<file path="config.mk">
export PLATFORM = sky130hd
export DESIGN_NAME = gray_conv_param
export DESIGN_NICKNAME = d
export VERILOG_FILES = /design/src/rtl/gray_conv_param.sv
export SDC_FILE = /design/constraint.sdc
export NUM_CORES = 1
export LEC_CHECK = 0
export BUFFER_PORTS_ARGS = -buffer_cell sky130_fd_sc_hd__buf_2
export CAP_MARGIN = 20
export CORE_ASPECT_RATIO = 2
export CORE_MARGIN = 2
export CORE_UTILIZATION = 60
export CTS_CLUSTER_SIZE = 14
export DETAILED_ROUTE_END_ITERATION = 8
export GPL_TIMING_DRIVEN = 0
export PLACE_DENSITY = 0.88
export SYNTH_ARGS = -nofsm -noshare
export SYNTH_HDL_FRONTEND = slang
export SYNTH_SLANG_ARGS = --single-unit
</file>
<file path="constraint.sdc">
create_clock -name pclk -period 7.4 [get_ports pclk]
set_input_delay 1.48 -clock pclk [delete_from_list [all_inputs] [get_ports pclk]]
set_output_delay 1.48 -clock pclk [all_outputs]
set_load 0.005 [all_outputs]
</file>
<file path="src/rtl/gray_conv_param.sv">
// RGB-to-luma converter with frame-synchronous config,
// 4-stage fixed pipeline, binarisation and per-frame min/max stats.
module gray_conv_param #(
  parameter int R_W    = 5,
  parameter int G_W    = 6,
  parameter int B_W    = 5,
  parameter int OUT_W  = 8,
  parameter bit VS_POL = 1'b1
) (
  input  logic                     pclk,
  input  logic                     rst,
  input  logic                     de_flag,
  input  logic                     hsync,
  input  logic                     vsync,
  input  logic [R_W+G_W+B_W-1:0]   data_rgb,
  input  logic [1:0]               cfg_mode,
  input  logic                     cfg_bin_en,
  input  logic [OUT_W-1:0]         cfg_thresh,
  output logic                     de_flag_gray,
  output logic                     hsync_gray,
  output logic                     vsync_gray,
  output logic [OUT_W-1:0]         data_gray,
  output logic [15:0]              data_gray_r,
  output logic                     bin_out,
  output logic [OUT_W-1:0]         stat_min,
  output logic [OUT_W-1:0]         stat_max,
  output logic                     stat_valid
);

  localparam int IN_W = R_W + G_W + B_W;
  localparam int PW   = OUT_W + 9;
  localparam int SW   = OUT_W + 10;
  localparam int RR   = OUT_W / R_W + 1;
  localparam int GR   = OUT_W / G_W + 1;
  localparam int BR   = OUT_W / B_W + 1;
  localparam logic [OUT_W-1:0] TH0 = {1'b1, {(OUT_W-1){1'b0}}};
  localparam logic [SW-1:0]    RND = SW'(128);

  logic             vs_prev;
  logic             fs_in;
  logic [1:0]       act_mode;
  logic             act_bin;
  logic [OUT_W-1:0] act_th;
  logic [1:0]       eff_mode;
  logic             eff_bin;
  logic [OUT_W-1:0] eff_th;

  assign fs_in    = (vsync == VS_POL) && (vs_prev != VS_POL);
  assign eff_mode = fs_in ? cfg_mode   : act_mode;
  assign eff_bin  = fs_in ? cfg_bin_en : act_bin;
  assign eff_th   = fs_in ? cfg_thresh : act_th;

  // MSB replication: repeat the channel, keep the top OUT_W bits
  logic [RR*R_W-1:0] r_rep;
  logic [GR*G_W-1:0] g_rep;
  logic [BR*B_W-1:0] b_rep;
  logic [OUT_W-1:0]  r_x, g_x, b_x;

  assign r_rep = {RR{data_rgb[IN_W-1 -: R_W]}};
  assign g_rep = {GR{data_rgb[B_W +: G_W]}};
  assign b_rep = {BR{data_rgb[B_W-1:0]}};
  assign r_x   = OUT_W'(r_rep >> (RR*R_W - OUT_W));
  assign g_x   = OUT_W'(g_rep >> (GR*G_W - OUT_W));
  assign b_x   = OUT_W'(b_rep >> (BR*B_W - OUT_W));

  logic [OUT_W-1:0] r1, g1, b1, th1, th2, th3;
  logic [1:0]       mode1;
  logic             bin1, bin2, bin3;
  logic [PW-1:0]    pr2, pg2, pb2;
  logic [SW-1:0]    sum3;
  logic [3:0]       de_d, hs_d, vs_d;
  logic [OUT_W-1:0] y_q;

  logic [8:0] cr, cg, cb;

  always_comb begin
    cr = '0;
    cg = '0;
    cb = '0;
    unique case (1'b1)
      (mode1 == 2'd0): begin cr = 9'd77; cg = 9'd150; cb = 9'd29; end
      (mode1 == 2'd1): begin cr = 9'd54; cg = 9'd183; cb = 9'd19; end
      (mode1 == 2'd2): begin cr = 9'd85; cg = 9'd85;  cb = 9'd85; end
      (mode1 == 2'd3): begin cg = 9'd256; end
    endcase
  end

  logic [OUT_W+1:0] y_full;
  logic [OUT_W-1:0] y_sat;
  logic [OUT_W-1:0] gray_nx;

  assign y_full  = (OUT_W+2)'(sum3 >> 8);
  assign y_sat   = (|y_full[OUT_W+1:OUT_W]) ? {OUT_W{1'b1}}
                                            : y_full[OUT_W-1:0];
  assign gray_nx = !bin3 ? y_sat :
                   (y_sat >= th3) ? {OUT_W{1'b1}} : {OUT_W{1'b0}};

  // Flushed stages carry the reset threshold so bin_out stays low
  always_ff @(posedge pclk) begin
    if (rst) begin
      vs_prev     <= 1'b0;
      act_mode    <= 2'd0;
      act_bin     <= 1'b0;
      act_th      <= TH0;
      r1          <= '0;
      g1          <= '0;
      b1          <= '0;
      mode1       <= 2'd0;
      bin1        <= 1'b0;
      th1         <= TH0;
      pr2         <= '0;
      pg2         <= '0;
      pb2         <= '0;
      bin2        <= 1'b0;
      th2         <= TH0;
      sum3        <= '0;
      bin3        <= 1'b0;
      th3         <= TH0;
      y_q         <= '0;
      data_gray   <= '0;
      data_gray_r <= '0;
      bin_out     <= 1'b0;
      de_d        <= '0;
      hs_d        <= '0;
      vs_d        <= '0;
    end else begin
      vs_prev  <= vsync;
      act_mode <= eff_mode;
      act_bin  <= eff_bin;
      act_th   <= eff_th;
      r1       <= r_x;
      g1       <= g_x;
      b1       <= b_x;
      mode1    <= eff_mode;
      bin1     <= eff_bin;
      th1      <= eff_th;
      pr2      <= {{(PW-OUT_W){1'b0}}, r1} * {{(PW-9){1'b0}}, cr};
      pg2      <= {{(PW-OUT_W){1'b0}}, g1} * {{(PW-9){1'b0}}, cg};
      pb2      <= {{(PW-OUT_W){1'b0}}, b1} * {{(PW-9){1'b0}}, cb};
      bin2     <= bin1;
      th2      <= th1;
      sum3     <= {1'b0, pr2} + {1'b0, pg2} + {1'b0, pb2} + RND;
      bin3     <= bin2;
      th3      <= th2;
      y_q      <= y_sat;
      data_gray   <= gray_nx;
      data_gray_r <= {gray_nx[OUT_W-1 -: 5],
                      gray_nx[OUT_W-1 -: 6],
                      gray_nx[OUT_W-1 -: 5]};
      bin_out  <= (y_sat >= th3);
      de_d     <= {de_d[2:0], de_flag};
      hs_d     <= {hs_d[2:0], hsync};
      vs_d     <= {vs_d[2:0], vsync};
    end
  end

  assign de_flag_gray = de_d[3];
  assign hsync_gray   = hs_d[3];
  assign vsync_gray   = vs_d[3];

  logic             vsg_prev;
  logic             fs_out;
  logic [OUT_W-1:0] acc_min, acc_max;

  assign fs_out = (vsync_gray == VS_POL) && (vsg_prev != VS_POL);

  always_ff @(posedge pclk) begin
    if (rst) begin
      vsg_prev   <= 1'b0;
      acc_min    <= {OUT_W{1'b1}};
      acc_max    <= '0;
      stat_min   <= '0;
      stat_max   <= '0;
      stat_valid <= 1'b0;
    end else begin
      vsg_prev   <= vsync_gray;
      stat_valid <= fs_out;
      if (fs_out) begin
        stat_min <= acc_min;
        stat_max <= acc_max;
        acc_min  <= de_flag_gray ? y_q : {OUT_W{1'b1}};
        acc_max  <= de_flag_gray ? y_q : {OUT_W{1'b0}};
      end else if (de_flag_gray) begin
        if (y_q < acc_min) acc_min <= y_q;
        if (y_q > acc_max) acc_max <= y_q;
      end
    end
  end

endmodule

</file>
==> results.cfg, run 1 <==
[status]
status = finished, final reports clean

[timing]
min_period_over_period_pct = 81.6
slew_viol_final = 0
max_slew_margin_pct = 45.7
fmax_mhz = 166
worst_slew_pin_slew_ns = 0.815
rsz0062_at_grt = false
setup_viol = 0
hold_viol = 0
setup_tns_ns = 0
timing.final.crit_period_ns = 6.04
clock-skew-final_ns = 0.0108

[worst_setup_path]
worstPathRequired_ns = 7.73
cp_cell_sequence = clkinv_1 > ha_1 > o21ai_1 > xor2_1 > ha_1 > inv_1 > fa_1 > inv_1 > fa_1 > inv_1 > fa_1 > inv_1 > ha_1 > or4_4 > o21ai_2 > a21o_4 > o21ai_2 > a41o_1 > mux2_4
crit_path_start_kind = flip-flop
critical-path-top-delay-family = adder cells
crit_fanout = 11
critPathBufInv = 5
endpoint_kind = flip-flop
cp.arrival_ns = 6.37
max_stage_delay_ns = 0.55
cpMostUsedCell = inv_1
criticalPathCategory = reg2reg
cpMaxStageDelayCell = fa_1

[drt]
highest_layer = met4
drtIter0Drc = 473
vias = 9075
drt_wl_total_mm = 29.9
via_per_inst = 5.62
wl_met1_mm = 9.20
met2_length_mm = 15.8
routed-wl-met3_mm = 1.65
wl_per_cell_um = 18.5
dr.pass1.iters = 6
ant_nets = 0
drcViolationCount = 0

[cts]
root_buffer = clkbuf_16
cts.sinks = 165
cts_tree = built
h-tree-depth = 4
cts_buffers = 17
path_clk_slew_ns = 0.07
cts_resized = 0
worstSkewPairLatency_ns = 0.44
clock_path_buffers = 2
hold_buffers = 0
postCtsSetupRepairBufs = 0

[floorplan]
die_x_um = 102
die-area_mm2 = 0.0205
fp-row-count = 72
ios = 77
initial_core_util_pct = 60.5
design.core.area_mm2 = 0.0192
fp.dieH_um = 201

[power]
p_sw_mw = 1.16
power.total_mw = 3.09
max-vdd-ir-drop_mv = 0.166
p_leak_nw = 6.59
comb_power_share_pct = 37.1
p_int_mw = 1.93
clockPowerShare_pct = 28.6
swShare_pct = 37.6
seqPwrFrac_pct = 34.2
power_density_mw_per_mm2 = 240

[global_routing]
grt_max_degree = 20
grt.overflow.total = 0
grt_pass1_vias = 9944
grt_antenna_before_repair = 1
grtUsageTotal_pct = 31.3
grt_pass1_wl_mm = 48.4

[logic_synthesis]
ys_top_cells_by_count = inv_1 (189), ha_1 (171), dfxtp_1 (165)
synthTopCellsByArea = dfxtp_1 (28%), ha_1 (18%), fa_1 (16%)
ys_ff_latch = 165
synthesis.nets = 1547
synthArstFlopShare_pct = 0
ys.flop_type = dfxtp_1
syn-cell-area_mm2 = 0.0116
synthCells = 1250
synth_cell_type_count = 60
synth-seq-area-share_pct = 28.5
synth_edf_count = 0
syn_avg_cell_area_um2 = 9.28
synth_top_cell_by_area = dfxtp_1
yosysWarnings = 0
yosysTopAreaCellShare_pct = 28.5
yosysMostFrequentCell = inv_1

[run]
cap_violations = 0

[placement]
dpl.cell_count = 1584
dp_hpwl_mm = 23.2
place_congestion = 0.972
place.port_buffers = 75

[finish]
finalNetCount = 1641
instances_no_fill = 1616
n_antenna_cell = 0
fillers = 1439
syn_to_final_growth_pct = 11.2
drive_gt1_share_pct = 9.87

[worst_hold_path]
hold_path_class = reg2reg
==> power by group through the flow <==
| stage | logic (mW) | clock network (mW) | registers (mW) |
|---|---|---|---|
| after floorplan | 0.835 | 0 | 1.04 |
| after global placement | 1.04 | 0 | 1.07 |
| after detailed placement | 1.09 | 0 | 1.07 |
| after CTS | 1.13 | 0.889 | 1.05 |
| after global routing | 1.29 | 0.925 | 1.07 |
| final | 1.15 | 0.886 | 1.06 |
==> per-stage QoR <==
stage | worst slack, ns | instance area (µm²) | hold WS (ns) | utilization, %
5_1_grt | 1.14 | 12900 | 0.436 | 67.2
3_5_place_dp | 1.39 | 12300 | 0.401 | 64.1
6_report | 1.36 | 12900 | 0.420 | 67.2
2_1_floorplan | 2.26 | 11600 | 0.389 | -
3_3_place_gp | 1.44 | 12300 | 0.403 | 64.1
4_1_cts | 1.36 | 12900 | 0.420 | 67.2
==> worst reg2reg max path, delay by kind of cell, from the launching register on <==
family | cells | cell delay, ns
xor+xnor | 1 | 0.23
simple gates | 1 | 0.52
buf+inv | 5 | 0.63
fa+ha+maj | 6 | 2.71
mux | 1 | 0.30
flops | 1 | 0.51
compound gates | 5 | 1.04
==> kinds of logic (layout without fill, tap and decap cells) <==
logic type / after synthesis / after routing / share of synthesized area [%]
AND/OR/NAND/NOR: 366 / 366 / 15.7
adder cells (fa/ha/maj): 265 / 265 / 34.7
buffers and inverters: 237 / 344 / 8.19
AO/OA/AOI/OAI: 182 / 182 / 10.2
flip-flops: 165 / 165 / 28.5
XOR/XNOR: 32 / 32 / 2.42
multiplexers: 3 / 3 / 0.323
==> layout make-up <==
cell class,count,area [µm²],area share (%)
Multi-Input combinational cell,848,7350,57.0
Tap cell,259,324,2.51
Buffer,47,236,1.83
Timing Repair Buffer,75,375,2.91
Sequential cell,165,3300,25.6
Clock buffer,17,425,3.30
Clock inverter,15,176,1.37
Inverter,190,713,5.53
==> placed cells by master (no fill, tap or decap), types with 3 or more instances in the layout <==
cell	instances
o221ai_1	3
buf_4	16
inv_8	6
a22o_1	8
inv_1	189
nand3_1	8
o21ai_1	14
clkbuf_1	28
buf_2	75
clkbuf_16	17
o211ai_1	7
a21o_1	9
or3_1	7
buf_1	3
nor3_1	17
nand2b_1	16
a211oi_1	9
nor2_1	64
nand4_1	5
o21ai_0	23
and3_1	5
xnor2_1	17
fa_1	94
dfxtp_1	165
nand2_1	115
ha_1	171
xor2_1	15
o22a_1	8
and2_1	37
a211o_1	4
a21oi_1	62
inv_6	3
o21a_1	11
clkinv_8	4
or2_1	3
nor2b_1	81
==> routing by layer <==
| layer | GRT usage, % | vias to the layer above |
|---|---|---|
| met4 | 26.6 | 0 |
| li1 | - | 4224 |
| met1 | 27.5 | 4316 |
| met5 | 0 | - |
| met3 | 7.52 | 180 |
| met2 | 56.4 | 355 |
==> state kept, by name, indices dropped and copies added, names as in the netlist, 5 cells and up <==
| register | cells |
|---|---|
| sum3 | 10 |
| th1 | 8 |
| pg2 | 17 |
| stat_max | 8 |
| acc_min | 8 |
| b1 | 5 |
| th2 | 8 |
| pr2 | 15 |
| pb2 | 15 |
| data_gray | 7 |
| stat_min | 8 |
| th3 | 8 |
| y_q | 8 |
| acc_max | 8 |
| r1 | 5 |
| g1 | 6 |
==> worst paths after layout <==
| path | start | to | slack, ns | depth (start not counted) |
|---|---|---|---|---|
| worst max register to register | mode1[0] | pg2[16] | 1.36 | 19 |
| worst max-delay path | mode1[0] | pg2[16] | 1.36 | 19 |
| worst min-delay path | th2[7] | th3[7] | 0.42 | 1 |
| worst min register to register | th2[7] | th3[7] | 0.42 | 1 |
Power figures use the tool's default switching activity.
==> run 2: changes to the inputs <==
--- a/config.mk
+++ b/config.mk
@@ -9,11 +9,11 @@
 export CAP_MARGIN = 20
 export CORE_ASPECT_RATIO = 2
 export CORE_MARGIN = 2
-export CORE_UTILIZATION = 60
+export CORE_UTILIZATION = 56
 export CTS_CLUSTER_SIZE = 14
 export DETAILED_ROUTE_END_ITERATION = 8
 export GPL_TIMING_DRIVEN = 0
-export PLACE_DENSITY = 0.88
+export PLACE_DENSITY = 0.87
 export SYNTH_ARGS = -nofsm -noshare
 export SYNTH_HDL_FRONTEND = slang
 export SYNTH_SLANG_ARGS = --single-unit
==> constraint.sdc (replaced) <==
create_clock -name pclk -period 5 [get_ports pclk]
set_input_delay 1 -clock pclk [delete_from_list [all_inputs] [get_ports pclk]]
set_output_delay 1 -clock pclk [all_outputs]
set_load 0.005 [all_outputs]
==> run 2 against run 1 <==
Net effect: fmax rose by 24%; combinational power increased by 53%; die area up 6.9%; clock-buffer cell count stayed put; global-route usage decreased by 4.4 points; worst setup slack worse by 1.2 ns; via count down 0.77%; critical path depth decreased by 1; utilization shrank 2.4 points; sequential share of layout area down 0.55 points; non-clock buffer count up 10; critical path type unchanged.
==> results.cfg, run 2 (synthesized netlist as in run 1, its figures left out) <==
[worst_setup_path]
crit_fanout = 8
endpoint_kind = flip-flop
worstPathRequired_ns = 5.33
r2r_end = pg2[16]
criticalPathCategory = reg2reg
r2r_slack_ns = 0.13
cp.arrival_ns = 5.20
crit_path_start_kind = flip-flop
reg2reg_from = mode1[0]
r2r_cells = 18

[power]
p_sw_mw = 1.76
clockPowerShare_pct = 28.6
p_int_mw = 2.89
max-vdd-ir-drop_mv = 0.251
seqPwrFrac_pct = 33.6
p_leak_nw = 6.70
power.total_mw = 4.65
comb_power_share_pct = 37.8
power_density_mw_per_mm2 = 352
swShare_pct = 37.8

[cts]
cts_buffers = 17
h-tree-depth = 4
root_buffer = clkbuf_16
cts.sinks = 165
hold_buffers = 0
worstSkewPairLatency_ns = 0.43
path_clk_slew_ns = 0.08
cts_tree = built
clock_path_buffers = 2

[placement]
place.port_buffers = 75
place_ws_ns = -0.840
place_congestion = 0.977
dp_hpwl_mm = 22.6

[floorplan]
design.core.area_mm2 = 0.0204
fp.dieH_um = 208
initial_core_util_pct = 57.0
die-area_mm2 = 0.0220
fp-row-count = 74
die_x_um = 106
ios = 77

[drt]
drt_wl_total_mm = 29.0
vias = 9005
via_per_inst = 5.51
drcViolationCount = 0
dr.pass1.iters = 5
wl_per_cell_um = 17.8
ant_nets = 0
drtIter0Drc = 561

[timing]
setup_viol = 0
timing.final.crit_period_ns = 4.87
worst_slew_pin_slew_ns = 0.818
min_period_over_period_pct = 97.5
max_slew_margin_pct = 45.5
hold_viol = 0
clock-skew-final_ns = 0.0124
slew_viol_final = 0
fmax_mhz = 205
timing.final.ws_setup_ns = 0.126

[global_routing]
grt_antenna_before_repair = 0
grtUsageTotal_pct = 26.9
grt_pass1_vias = 9409
grt_max_degree = 20
grt_pass1_wl_mm = 45.6
grt.overflow.total = 0

[finish]
top_regs = pg2: 17 flops, pb2: 15 flops, pr2: 15 flops
syn_to_final_growth_pct = 13.9
multiInputGateArea_mm2 = 0.00750
top_register = pg2
fillers = 1593
n_antenna_cell = 0
mostFrequentLayoutCells = inv_1 (187), ha_1 (164), dfxtp_1 (163)
utilization_pct = 64.9
mostFrequentLayoutCell = inv_1
regArea_mm2 = 0.00331
drive_gt1_share_pct = 13.0
largest_register_ff_count = 17
finalNetCount = 1651

[status]
status = finished, final reports clean

[worst_hold_path]
hold_path_class = reg2reg
hold_depth = 1
min_from = vs_d[1]
min_delay_worst_endpoint = vs_d[2]

[run]
cap_violations = 0
==> run 2: changes by cell type in the layout (fill, tap and decap cells not counted), sizes merged <==
cell / before / now
buf: 94 / 108
clkbuf: 45 / 41
clkinvlp: 0 / 1
inv: 198 / 197
==> run 2: worst max path at each step <==
stage | from | slack (ns) | depth (start not counted) | to
floorplan | mode1[0] | 0.03 | 18 | pg2[16]
global placement | mode1[0] | -0.78 | 18 | pg2[16]
detailed placement | mode1[0] | -0.84 | 18 | pg2[16]
CTS | mode1[0] | 0.004 | 18 | pg2[16]
global route | mode1[0] | -0.03 | 16 | pb2[14]
finish | mode1[0] | 0.13 | 18 | pg2[16]
==> run 2: cell type report <==
| cell class | count | share of cell area (%) |
|---|---|---|
| clock inverters | 15 | 1.38 |
| clock buffers | 17 | 3.22 |
| multi-input cells | 848 | 56.7 |
| repair buffers | 88 | 3.74 |
| plain buffers | 44 | 1.87 |
| inverters | 190 | 5.49 |
| well taps | 266 | 2.52 |
| flip-flops and latches | 165 | 25.0 |
==> run 2: critical path, cell delays in order, from the launching register on <==
cell,delay [ns]
dfxtp_4,0.44
buf_6,0.12
ha_4,0.22
buf_8,0.16
nand2_1,0.08
fa_1,0.54
inv_1,0.05
fa_1,0.47
fa_1,0.56
inv_1,0.06
fa_1,0.53
inv_1,0.06
ha_4,0.18
or4_4,0.43
o21ai_4,0.08
a21o_4,0.12
o21ai_2,0.07
a41o_1,0.28
mux2_4,0.29
==> run 2: per-stage QoR <==
step | setup TNS (ns) | area [µm²] | instances | hold WS, ns
finish | 0 | 13200 | 1633 | 0.432
global route | -0.0355 | 13200 | 1633 | 0.446
CTS | 0 | 13100 | 1626 | 0.432
detailed placement | -9.04 | 12300 | 1591 | 0.417
global placement | -7.28 | 12300 | 1591 | 0.415
floorplan | 0 | 11600 | 1250 | 0.389
==> run 2: power by group through the flow <==
stage          clock network [mW]  logic (mW)  registers, mW
6_report                     1.33        1.76           1.56
5_1_grt                      1.37        1.94           1.57
4_1_cts                      1.33        1.70           1.56
3_5_place_dp                    0        1.61           1.58
3_3_place_gp                    0        1.53           1.58
2_1_floorplan                   0        1.24           1.54
==> run 2: routing by layer <==
layer  wire length, µm  global-route usage (%)  vias up
met2             15900                    52.7      315
met4              2610                    19.2        0
met5                 0                       0        -
li1                  -                       -     4253
met3              1150                    3.70      133
met1              9390                    24.0     4304
==> run 2: what timing repair did <==
item,4_1_cts,5_1_grt
gates resized for setup,25,24
setup endpoints to repair,24,8
gates cloned,0,1
setup buffers,5,7
pin swaps,3,10
